===== src/rtl/signal_generator_dds_pkg.sv =====
// Shared constants, tone-select encodings and the quarter-wave sine table
// for the two-tone DDS test-signal source.
package signal_generator_dds_pkg;

    localparam int NB_DATA     = 8;
    localparam int NB_PHASE    = 16;
    localparam int NB_LUT_ADDR = 6;
    localparam int LUT_DEPTH   = 1 << NB_LUT_ADDR;
    localparam int NB_MAG      = NB_DATA - 1;
    localparam int AMP         = 127;

    typedef enum logic [1:0] {
        SEL_A    = 2'b00,
        SEL_B    = 2'b01,
        SEL_AVG  = 2'b10,
        SEL_ZERO = 2'b11
    } tone_sel_t;

    // round(127*sin(pi/2*(k+0.5)/64)); the half-step offset keeps 0 and -128 off the output
    localparam logic [NB_MAG-1:0] SINE_LUT [LUT_DEPTH] = '{
        7'd2,   7'd5,   7'd8,   7'd11,  7'd14,  7'd17,  7'd20,  7'd23,
        7'd26,  7'd29,  7'd32,  7'd35,  7'd38,  7'd41,  7'd44,  7'd47,
        7'd50,  7'd53,  7'd56,  7'd58,  7'd61,  7'd64,  7'd67,  7'd69,
        7'd72,  7'd74,  7'd77,  7'd79,  7'd82,  7'd84,  7'd86,  7'd89,
        7'd91,  7'd93,  7'd95,  7'd97,  7'd99,  7'd101, 7'd103, 7'd105,
        7'd106, 7'd108, 7'd110, 7'd111, 7'd113, 7'd114, 7'd115, 7'd117,
        7'd118, 7'd119, 7'd120, 7'd121, 7'd122, 7'd123, 7'd124, 7'd124,
        7'd125, 7'd125, 7'd126, 7'd126, 7'd127, 7'd127, 7'd127, 7'd127
    };

endpackage


===== src/rtl/signal_generator_dds_if.sv =====
// Control and sample bus between the DDS source and its consumer.
interface signal_generator_dds_if;
    import signal_generator_dds_pkg::*;

    logic                       i_enable;
    logic                       i_phase_clr;
    logic [NB_PHASE-1:0]        i_tune_a;
    logic [NB_PHASE-1:0]        i_tune_b;
    logic [1:0]                 i_tone_sel;
    logic signed [NB_DATA-1:0]  o_signal;
    logic                       o_valid;

    modport master (
        output i_enable, i_phase_clr, i_tune_a, i_tune_b, i_tone_sel,
        input  o_signal, o_valid
    );

    modport slave (
        input  i_enable, i_phase_clr, i_tune_a, i_tune_b, i_tone_sel,
        output o_signal, o_valid
    );

endinterface


===== src/rtl/dds_sine_lut.sv =====
// Quarter-wave sine lookup: folds a quadrant/index address onto the table and
// presents the signed sample two clocks after launch.
module dds_sine_lut
    import signal_generator_dds_pkg::*;
(
    input  logic                        clock,
    input  logic                        rst_n,
    input  logic                        launch,
    input  logic [NB_LUT_ADDR+1:0]      addr,
    output logic signed [NB_DATA-1:0]   tone
);

    logic [NB_LUT_ADDR-1:0] idx_p1;
    logic                   neg_p1;
    logic [NB_MAG-1:0]      mag_p2;
    logic                   neg_p2;

    // Odd quadrants walk the table backwards; 63-idx is the bitwise complement
    function automatic logic [NB_LUT_ADDR-1:0] fold_idx(input logic [NB_LUT_ADDR+1:0] a);
        return a[NB_LUT_ADDR] ? ~a[NB_LUT_ADDR-1:0] : a[NB_LUT_ADDR-1:0];
    endfunction

    function automatic logic signed [NB_DATA-1:0] apply_sign(input logic neg,
                                                             input logic [NB_MAG-1:0] mag);
        logic signed [NB_DATA-1:0] m;
        m = {1'b0, mag};
        return neg ? -m : m;
    endfunction

    // S1: folded address and sign
    always_ff @(posedge clock or negedge rst_n) begin
        if (!rst_n) begin
            idx_p1 <= '0;
            neg_p1 <= 1'b0;
        end else if (launch) begin
            idx_p1 <= fold_idx(addr);
            neg_p1 <= addr[NB_LUT_ADDR+1];
        end
    end

    // S2: table read
    always_ff @(posedge clock or negedge rst_n) begin
        if (!rst_n) begin
            mag_p2 <= '0;
            neg_p2 <= 1'b0;
        end else begin
            mag_p2 <= SINE_LUT[idx_p1];
            neg_p2 <= neg_p1;
        end
    end

    assign tone = apply_sign(neg_p2, mag_p2);

endmodule


===== src/rtl/signal_generator_dds.sv =====
// Two-tone DDS source: sample-rate divider, two phase accumulators, two sine
// lookups and a tone select/average output stage with a one-cycle valid.
module signal_generator_dds
    import signal_generator_dds_pkg::*;
#(
    parameter int CLK_DIV = 4
) (
    input logic                   clock,
    input logic                   i_reset,
    signal_generator_dds_if.slave bus
);

    localparam int               CNT_W    = (CLK_DIV > 1) ? $clog2(CLK_DIV) : 1;
    localparam logic [CNT_W-1:0] CNT_LAST = CNT_W'(CLK_DIV - 1);

    logic [CNT_W-1:0]          cnt;
    logic                      strobe_p0;
    logic [NB_PHASE-1:0]       phase_a;
    logic [NB_PHASE-1:0]       phase_b;
    logic                      vld_p1;
    logic                      vld_p2;
    logic signed [NB_DATA-1:0] tone_a_p2;
    logic signed [NB_DATA-1:0] tone_b_p2;
    logic signed [NB_DATA-1:0] signal_p3;
    logic                      valid_p3;

    // Floor average; the 9-bit sum of two +/-127 values cannot overflow
    function automatic logic signed [NB_DATA-1:0] avg_floor(input logic signed [NB_DATA-1:0] a,
                                                            input logic signed [NB_DATA-1:0] b);
        logic signed [NB_DATA:0] sum;
        logic signed [NB_DATA:0] half;
        sum  = {a[NB_DATA-1], a} + {b[NB_DATA-1], b};
        half = sum >>> 1;
        return half[NB_DATA-1:0];
    endfunction

    function automatic logic signed [NB_DATA-1:0] select_tone(input tone_sel_t sel,
                                                              input logic signed [NB_DATA-1:0] a,
                                                              input logic signed [NB_DATA-1:0] b);
        case (sel)
            SEL_A:   return a;
            SEL_B:   return b;
            SEL_AVG: return avg_floor(a, b);
            default: return '0;
        endcase
    endfunction

    // S0: sample-rate divider; the strobe is registered so launch follows one edge later
    always_ff @(posedge clock or negedge i_reset) begin
        if (!i_reset) begin
            cnt       <= '0;
            strobe_p0 <= 1'b0;
        end else begin
            strobe_p0 <= 1'b0;
            if (bus.i_enable) begin
                if (cnt == CNT_LAST) begin
                    cnt       <= '0;
                    strobe_p0 <= 1'b1;
                end else begin
                    cnt <= cnt + CNT_W'(1);
                end
            end
        end
    end

    // Clear wins over the advance; the lookups still launch from the pre-clear phase
    always_ff @(posedge clock or negedge i_reset) begin
        if (!i_reset) begin
            phase_a <= '0;
            phase_b <= '0;
        end else if (bus.i_phase_clr) begin
            phase_a <= '0;
            phase_b <= '0;
        end else if (strobe_p0) begin
            phase_a <= phase_a + bus.i_tune_a;
            phase_b <= phase_b + bus.i_tune_b;
        end
    end

    always_ff @(posedge clock or negedge i_reset) begin
        if (!i_reset) begin
            vld_p1 <= 1'b0;
            vld_p2 <= 1'b0;
        end else begin
            vld_p1 <= strobe_p0;
            vld_p2 <= vld_p1;
        end
    end

    dds_sine_lut u_lut_a (
        .clock  (clock),
        .rst_n  (i_reset),
        .launch (strobe_p0),
        .addr   (phase_a[NB_PHASE-1 -: NB_LUT_ADDR+2]),
        .tone   (tone_a_p2)
    );

    dds_sine_lut u_lut_b (
        .clock  (clock),
        .rst_n  (i_reset),
        .launch (strobe_p0),
        .addr   (phase_b[NB_PHASE-1 -: NB_LUT_ADDR+2]),
        .tone   (tone_b_p2)
    );

    // S3: tone select / average, output holds between valid pulses
    always_ff @(posedge clock or negedge i_reset) begin
        if (!i_reset) begin
            signal_p3 <= '0;
            valid_p3  <= 1'b0;
        end else begin
            valid_p3 <= vld_p2;
            if (vld_p2) begin
                signal_p3 <= select_tone(tone_sel_t'(bus.i_tone_sel), tone_a_p2, tone_b_p2);
            end
        end
    end

    assign bus.o_signal = signal_p3;
    assign bus.o_valid  = valid_p3;

endmodule

===== src/flat_wrapper.sv =====
// flat-port wrapper written by rule: the top's interface ports become plain ports
module signal_generator_dds_flat import signal_generator_dds_pkg::*;
#(
    parameter int CLK_DIV = 4
)
  (clock, i_reset, bus_i_enable, bus_i_phase_clr, bus_i_tune_a, bus_i_tune_b, bus_i_tone_sel, bus_o_signal, bus_o_valid);
  signal_generator_dds_if bus_i ();
  input logic clock;
  input logic i_reset;
  input wire logic [$bits(bus_i.i_enable)-1:0] bus_i_enable;
  input wire logic [$bits(bus_i.i_phase_clr)-1:0] bus_i_phase_clr;
  input wire logic [$bits(bus_i.i_tune_a)-1:0] bus_i_tune_a;
  input wire logic [$bits(bus_i.i_tune_b)-1:0] bus_i_tune_b;
  input wire logic [$bits(bus_i.i_tone_sel)-1:0] bus_i_tone_sel;
  output wire logic [$bits(bus_i.o_signal)-1:0] bus_o_signal;
  output wire logic [$bits(bus_i.o_valid)-1:0] bus_o_valid;
  assign bus_i.i_enable = bus_i_enable;
  assign bus_i.i_phase_clr = bus_i_phase_clr;
  assign bus_i.i_tune_a = bus_i_tune_a;
  assign bus_i.i_tune_b = bus_i_tune_b;
  assign bus_i.i_tone_sel = bus_i_tone_sel;
  assign bus_o_signal = bus_i.o_signal;
  assign bus_o_valid = bus_i.o_valid;
  signal_generator_dds #(.CLK_DIV(CLK_DIV)) u_core (.clock(clock), .i_reset(i_reset), .bus(bus_i));
endmodule

===== config.mk =====
export PLATFORM = sky130hd
export DESIGN_NAME = signal_generator_dds_flat
export DESIGN_NICKNAME = d
export VERILOG_FILES = /design/src/rtl/signal_generator_dds_pkg.sv /design/src/rtl/signal_generator_dds_if.sv /design/src/rtl/dds_sine_lut.sv /design/src/rtl/signal_generator_dds.sv /design/src/flat_wrapper.sv
export SDC_FILE = /design/constraint.sdc
export NUM_CORES = 1
export LEC_CHECK = 0
export CAP_MARGIN = 25
export CORE_AREA = 3 3 147 177
export DETAILED_ROUTE_END_ITERATION = 10
export DIE_AREA = 0 0 150 180
export SLEW_MARGIN = 25
export SYNTH_ARGS = -nofsm -noshare
export SYNTH_HDL_FRONTEND = slang
export SYNTH_SLANG_ARGS = --single-unit

===== constraint.sdc =====
create_clock -name clock -period 3.5 [get_ports clock]
set_input_delay 0.525 -clock clock [delete_from_list [all_inputs] [get_ports clock]]
set_output_delay 0.525 -clock clock [all_outputs]
set_load 0.02 [all_outputs]

=== After elaboration in Yosys (flattened, before gate mapping) ===
Memories as Yosys holds them, arrays and structs flattened. A register that Yosys moved wholly into a read port is not among the register bits.
Index checks and enable logic that the tools add are counted.

* Bits in read-only memories: 896
* Word-level logic and storage cells: 45
* Memory bits (writable): 0
* Register bits: 62
* Memories: 2
* Latch bits: 0

* Div/mod/pow operators: 0
* Mux-type cells: 12
* $lt $le $gt $ge: 0
* Add/subtract/negate cells: 6
* Equal/unequal tests: 3
* Bitwise operators: 4
* Reductions and logical operators: 4
* Shift-type cells: 0
* $mul: 0

{| class="wikitable"
|+ Memory list
! memory !! words !! bits a word !! read ports !! clocked after Yosys merged registers in !! write ports !! RTL line !! RTL
|-
| (name not given) || 64 || 7 || 1 || 1 || 0 || dds_sine_lut.sv:47 || <nowiki>mag_p2 <= SINE_LUT[idx_p1];</nowiki>
|-
| (name not given) || 64 || 7 || 1 || 1 || 0 || dds_sine_lut.sv:47 ||
|}

{| class="wikitable"
|+ Operator list
! kind !! number
|-
| two-way mux 16 bit || 4
|-
| adder 16 bit || 2
|-
| case mux 8 bit (3 select lines) || 1
|-
| two-way mux 8 bit || 2
|-
| negator 7 -> 8 bit || 2
|-
| inverter 6 -> 7 bit || 2
|-
| two-way mux 6 bit || 2
|-
| inverter 6 bit || 2
|-
| adder 8 x 8 -> 9 bit || 1
|-
| equality test 2 bit (second input constant) || 2
|-
| adder 2 x 1 -> 2 bit (second input constant) || 1
|-
| equality test 2 x 1 -> 1 bit (second input constant) || 1
|-
| logical NOT 1 bit || 2
|-
| logical NOT 2 bit || 1
|-
| two-way mux 1 bit || 2
|-
| two-way mux 2 bit || 1
|-
| nonzero test 2 bit || 1
|}

=== Logic depth before layout (Yosys ltp) ===
* Word-level depth: 4
* Depth in mapped cells: 12
* Mapped depth without buffers: 12

=== By module ===
From an unflattened synthesis, not the netlist that was laid out.

* Cell total of the unflattened synthesis: 673
* Area total of the unflattened synthesis: 6068.3 um2

{| class="wikitable"
|+ Modules (own cells, without submodules)
! module !! sequential area each (um2) !! area an instance (um2) !! cells an instance !! times used
|-
| signal_generator_dds || 1151.1 || 3609.7 || 394 || 1
|-
| dds_sine_lut (u_core.u_lut_b) || 375.4 || 1243.7 || 144 || 1
|-
| dds_sine_lut (u_core.u_lut_a) || 375.4 || 1214.9 || 135 || 1
|}

=== Worst setup path before layout ===
OpenSTA, ideal clock, no wires.

* Kind: register to register
* Start point: reg u_core.u_lut_b.mag_p2[0]
* End point: reg u_core.signal_p3[5], in the netlist u_core.bus.o_signal[5]
* Setup slack: 0.893 ns
* Clock period less this slack: 2.607 ns
* Cell stages (with the launch flop): 11
* Path buffers: 0
* Arrival time: 2.481 ns
* Cell sequence: dfrtp_1 > inv_1 > ha_1 > nand2_1 > o21ai_0 > fa_1 > a21oi_1 > maj3_1 > a21oi_2 > xor2_1 > a221o_1

* Longest elaborated chain between the ends: 4

{| class="wikitable"
|+ Ends and longest elaborated chain
! element !! RTL line !! RTL
|-
| from (decl) || dds_sine_lut.sv:15 || <nowiki>logic [NB_MAG-1:0] mag_p2;</nowiki>
|-
| negator 7 -> 8 bit || dds_sine_lut.sv:27 || <nowiki>return neg ? -m : m;</nowiki>
|-
| two-way mux 8 bit (*) || dds_sine_lut.sv:27 ||
|-
| adder 8 x 8 -> 9 bit || signal_generator_dds.sv:32 || <nowiki>sum = {a[NB_DATA-1], a} + {b[NB_DATA-1], b};</nowiki>
|-
| case mux 8 bit (3 select lines) (*) || signal_generator_dds.sv:40 || <nowiki>case (sel)</nowiki>
|-
| to (signal assigned) || signal_generator_dds.sv:114 || <nowiki>signal_p3 <= select_tone(tone_sel_t'(bus.i_tone_sel), tone_a_p2, tone_b_p2);</nowiki>
|-
| to (decl) || signal_generator_dds.sv:24 || <nowiki>logic signed [NB_DATA-1:0] signal_p3;</nowiki>
|}

Every way passes the cells marked *; elsewhere a longest branch is shown, timed or not.
A chain may end at the register's enable or synchronous reset.

=== Worst setup path in the final report ===
Ends and elaborated chain as after synthesis.

==> flow_metrics.env <==
export IMPL_status="complete, no violations"
export IMPL_hold_class="in2async"
export IMPL_leakage_nw=2.890
export IMPL_grt_first_pass_wirelength_mm=23.72
export IMPL_design_area_mm2=0.007137
export IMPL_detailed_place_area_mm2=0.006843
export IMPL_crit_type="reg2reg"
export IMPL_power_mw=5.876
export IMPL_internal_power_mw=3.241
export IMPL_vias=5107
export IMPL_cts_resized=0
export IMPL_finClkSkew_ns=0.005675
export IMPL_numCtsBuffers=9
export IMPL_synth_distinct_cells=80
export IMPL_area_growth_pct=17.20
export IMPL_clk_pin_slew_ns=0.06
export IMPL_drive_gt1_share_pct=6.164
export IMPL_slew_headroom_pct=46.20
export IMPL_io_pins=47
export IMPL_p_clk_share_pct=15.9
export IMPL_pwr_share_seq_pct=30.2
export IMPL_worst_pin_slew_ns=0.8070
export IMPL_dp_worst_setup_slack_ns=0.4394
export IMPL_grt_overflow=0
export IMPL_hold_buffers=0
export IMPL_required_ns=3.72
export IMPL_slew_violations=0
export IMPL_swShare_pct=44.85
export IMPL_fin_crit_ns=2.896
export IMPL_ys_seq_area_share_pct=31.23
export IMPL_final_cell_mix="75 x nor2_1, 75 x dfrtp_1, 69 x a21oi_1"
export IMPL_design_die_area_mm2=0.02700
export IMPL_clock_root_buffer="clkbuf_16"
export IMPL_dp_hpwl_mm=10.17
export IMPL_rsz0062_at_grt="false"
export IMPL_maxCapViolations=0
export IMPL_hold_viol_final=0
export IMPL_antenna_found_initial=0
export IMPL_cp_start_kind="flip-flop"
export IMPL_wl_per_cell_um=13.16
export IMPL_initial_core_util_pct=24.76
export IMPL_reg2regPathDepth=10
export IMPL_rows=63
export IMPL_finalNetCount=818
export IMPL_cts_tree="built"
export IMPL_fin_crit_sh_pct=82.74
export IMPL_clk_latency_ns=0.34
export IMPL_grt_max_degree=42
export IMPL_syn_avg_cell_area_um2=8.749
export IMPL_powerDensity_mw_per_mm2=823.4
export IMPL_peakVddDrop_mv=0.2652
export IMPL_port_buffers=46
export IMPL_ant_nets=0
export IMPL_reg2reg_from="u_core.u_lut_b.mag_p2[0]"
export IMPL_cts_setup_buffers=0
export IMPL_synth_main_ff_cell="dfrtp_1"
export IMPL_core_region_area_mm2=0.02459
export IMPL_synth_edff_count=0
export IMPL_die_w_um=150
export IMPL_syn_inst=696
export IMPL_drt_iter0_drc=264
export IMPL_setup_viol=0
export IMPL_gp_routability_congestion=0.8311
export IMPL_yosys_warnings=0
export IMPL_synth_area_mm2=0.006090
export IMPL_setup_tns_ns=0
export IMPL_synthArstFlopShare_pct=100.0
export IMPL_critPathCaptureType="flip-flop"
export IMPL_r2r_end="u_core.bus.o_signal[5]"
export IMPL_worstPathMaxFanout=5
export IMPL_die_y_um=180
export IMPL_finalWorstSetupSlack_ns=0.6039
export IMPL_worstPathArrival_ns=3.12
export IMPL_cts_sinks=76
export IMPL_drtPass1Iterations=5
export IMPL_vias_per_cell=4.841
export IMPL_fmax_mhz=345.3
export IMPL_drc=0
export IMPL_grt_usage_pct=10.57
export IMPL_grt_pass1_vias=4895
export IMPL_p_sw_mw=2.635
export IMPL_comb_power_share_pct=53.9
export IMPL_synth_nets=789
export IMPL_antenna_cells=0
export IMPL_clk_path_buf_depth=2
export IMPL_wl_mm=13.89
export IMPL_synth_seq_cells=76
export IMPL_reg2reg_slack_ns=0.60
export IMPL_cts_max_level=3
export IMPL_fin_util_pct=29.02
[registers in the layout, indices dropped and copies added, names as in the netlist, 2 cells and up]
name,count
u_core.u_lut_b.idx_p1,6
u_core.bus.o_signal,8
u_core.u_lut_a.mag_p2,7
u_core.u_lut_b.mag_p2,7
u_core.phase_a,16
u_core.phase_b,16
u_core.cnt,2
u_core.u_lut_a.idx_p1,6
[synthesized netlist by cell type, types with 6 or more instances]
master     n  area share (%)
dfrtp_1   76              31
a21o_1     9             1.1
o21ai_0   46             3.8
xnor2_1   34             4.9
nor4_1     7            0.72
nor3_1    11            0.90
nand3_1   14             1.2
nand2b_1   9            0.92
clkbuf_1  29             1.8
o211ai_1  11             1.4
mux2_2     6             1.1
mux2i_1   17             2.8
a21oi_1   69             5.7
nand2_1   53             3.3
a211oi_1  18             2.2
nor2b_1    8            0.82
ha_1      52              11
nor2_1    75             4.6
xor2_1     9             1.3
inv_1     23             1.4
[routing by layer]
| layer | wire, um | global-route usage (%) | up-vias |
|---|---|---|---|
| li1 | - | - | 2614 |
| met1 | 6670 | 13.92 | 2410 |
| met2 | 6583 | 17.30 | 73 |
| met3 | 519 | 2.950 | 10 |
| met4 | 111 | 2.197 | 0 |
| met5 | 0 | 0 | - |
[power groups by stage]
stage	Clock, mW	Combinational (mW)	Sequential (mW)
4_1_cts	0.978	3.18	1.77
5_1_grt	1.01	3.62	1.85
2_1_floorplan	0	2.74	1.50
6_report	0.935	3.17	1.77
3_5_place_dp	0	3.17	1.79
3_3_place_gp	0	3.11	1.78
[worst max-delay path by stage]
stage	from	endpoint	slack, ns	cells after the start
6_report	u_core.u_lut_b.mag_p2[0]	u_core.bus.o_signal[5]	0.60	10
2_1_floorplan	u_core.u_lut_b.mag_p2[0]	u_core.bus.o_signal[5]	0.89	10
3_3_place_gp	bus_i_tune_b[0]	u_core.phase_b[12]	0.48	9
3_5_place_dp	bus_i_tune_a[0]	u_core.phase_a[12]	0.44	9
5_1_grt	u_core.u_lut_b.mag_p2[0]	u_core.bus.o_signal[5]	0.38	10
4_1_cts	u_core.u_lut_b.mag_p2[0]	u_core.bus.o_signal[5]	0.58	10
[cell families (layout without fill, tap and decap cells)]
family | after synthesis | in the layout | synth area share (%)
compound gates | 229 | 229 | 25.42
simple gates | 200 | 200 | 15.12
flops | 76 | 76 | 31.23
buf+inv | 61 | 95 | 4.253
fa+ha+maj | 57 | 57 | 12.00
xor+xnor | 45 | 45 | 6.719
mux | 28 | 28 | 5.260
[final cells by class]
type                            count  area (um2)
Clock buffer                       11       232.7
Clock inverter                      5       61.31
Sequential cell                    76        1903
Timing Repair Buffer               52       503.0
Multi-Input combinational cell    559        3929
Fill cell                        2655       17460
Inverter                           27       101.3
Tap cell                          325       406.6
[worst max-delay path: stages, from the launching register on]
cell and delay, ns:
dfrtp_1 0.44, inv_1 0.11, ha_1 0.28, nand2_1 0.06, o21ai_0 0.20, fa_1 0.51, a21oi_1 0.37, maj3_1 0.28
a21oi_2 0.08, xor2_1 0.14, a221o_1 0.31
[stage by stage]
| stage | cells | hold WS [ns] |
|---|---|---|
| final | 1055 | 0.1770 |
| after global placement | 1039 | 0.3352 |
| after global routing | 1055 | 0.2157 |
| after detailed placement | 1039 | 0.3471 |
| after CTS | 1055 | 0.2012 |
| after floorplan | 696 | 0.2294 |
Note: power is estimated with default switching activity, not from simulation.
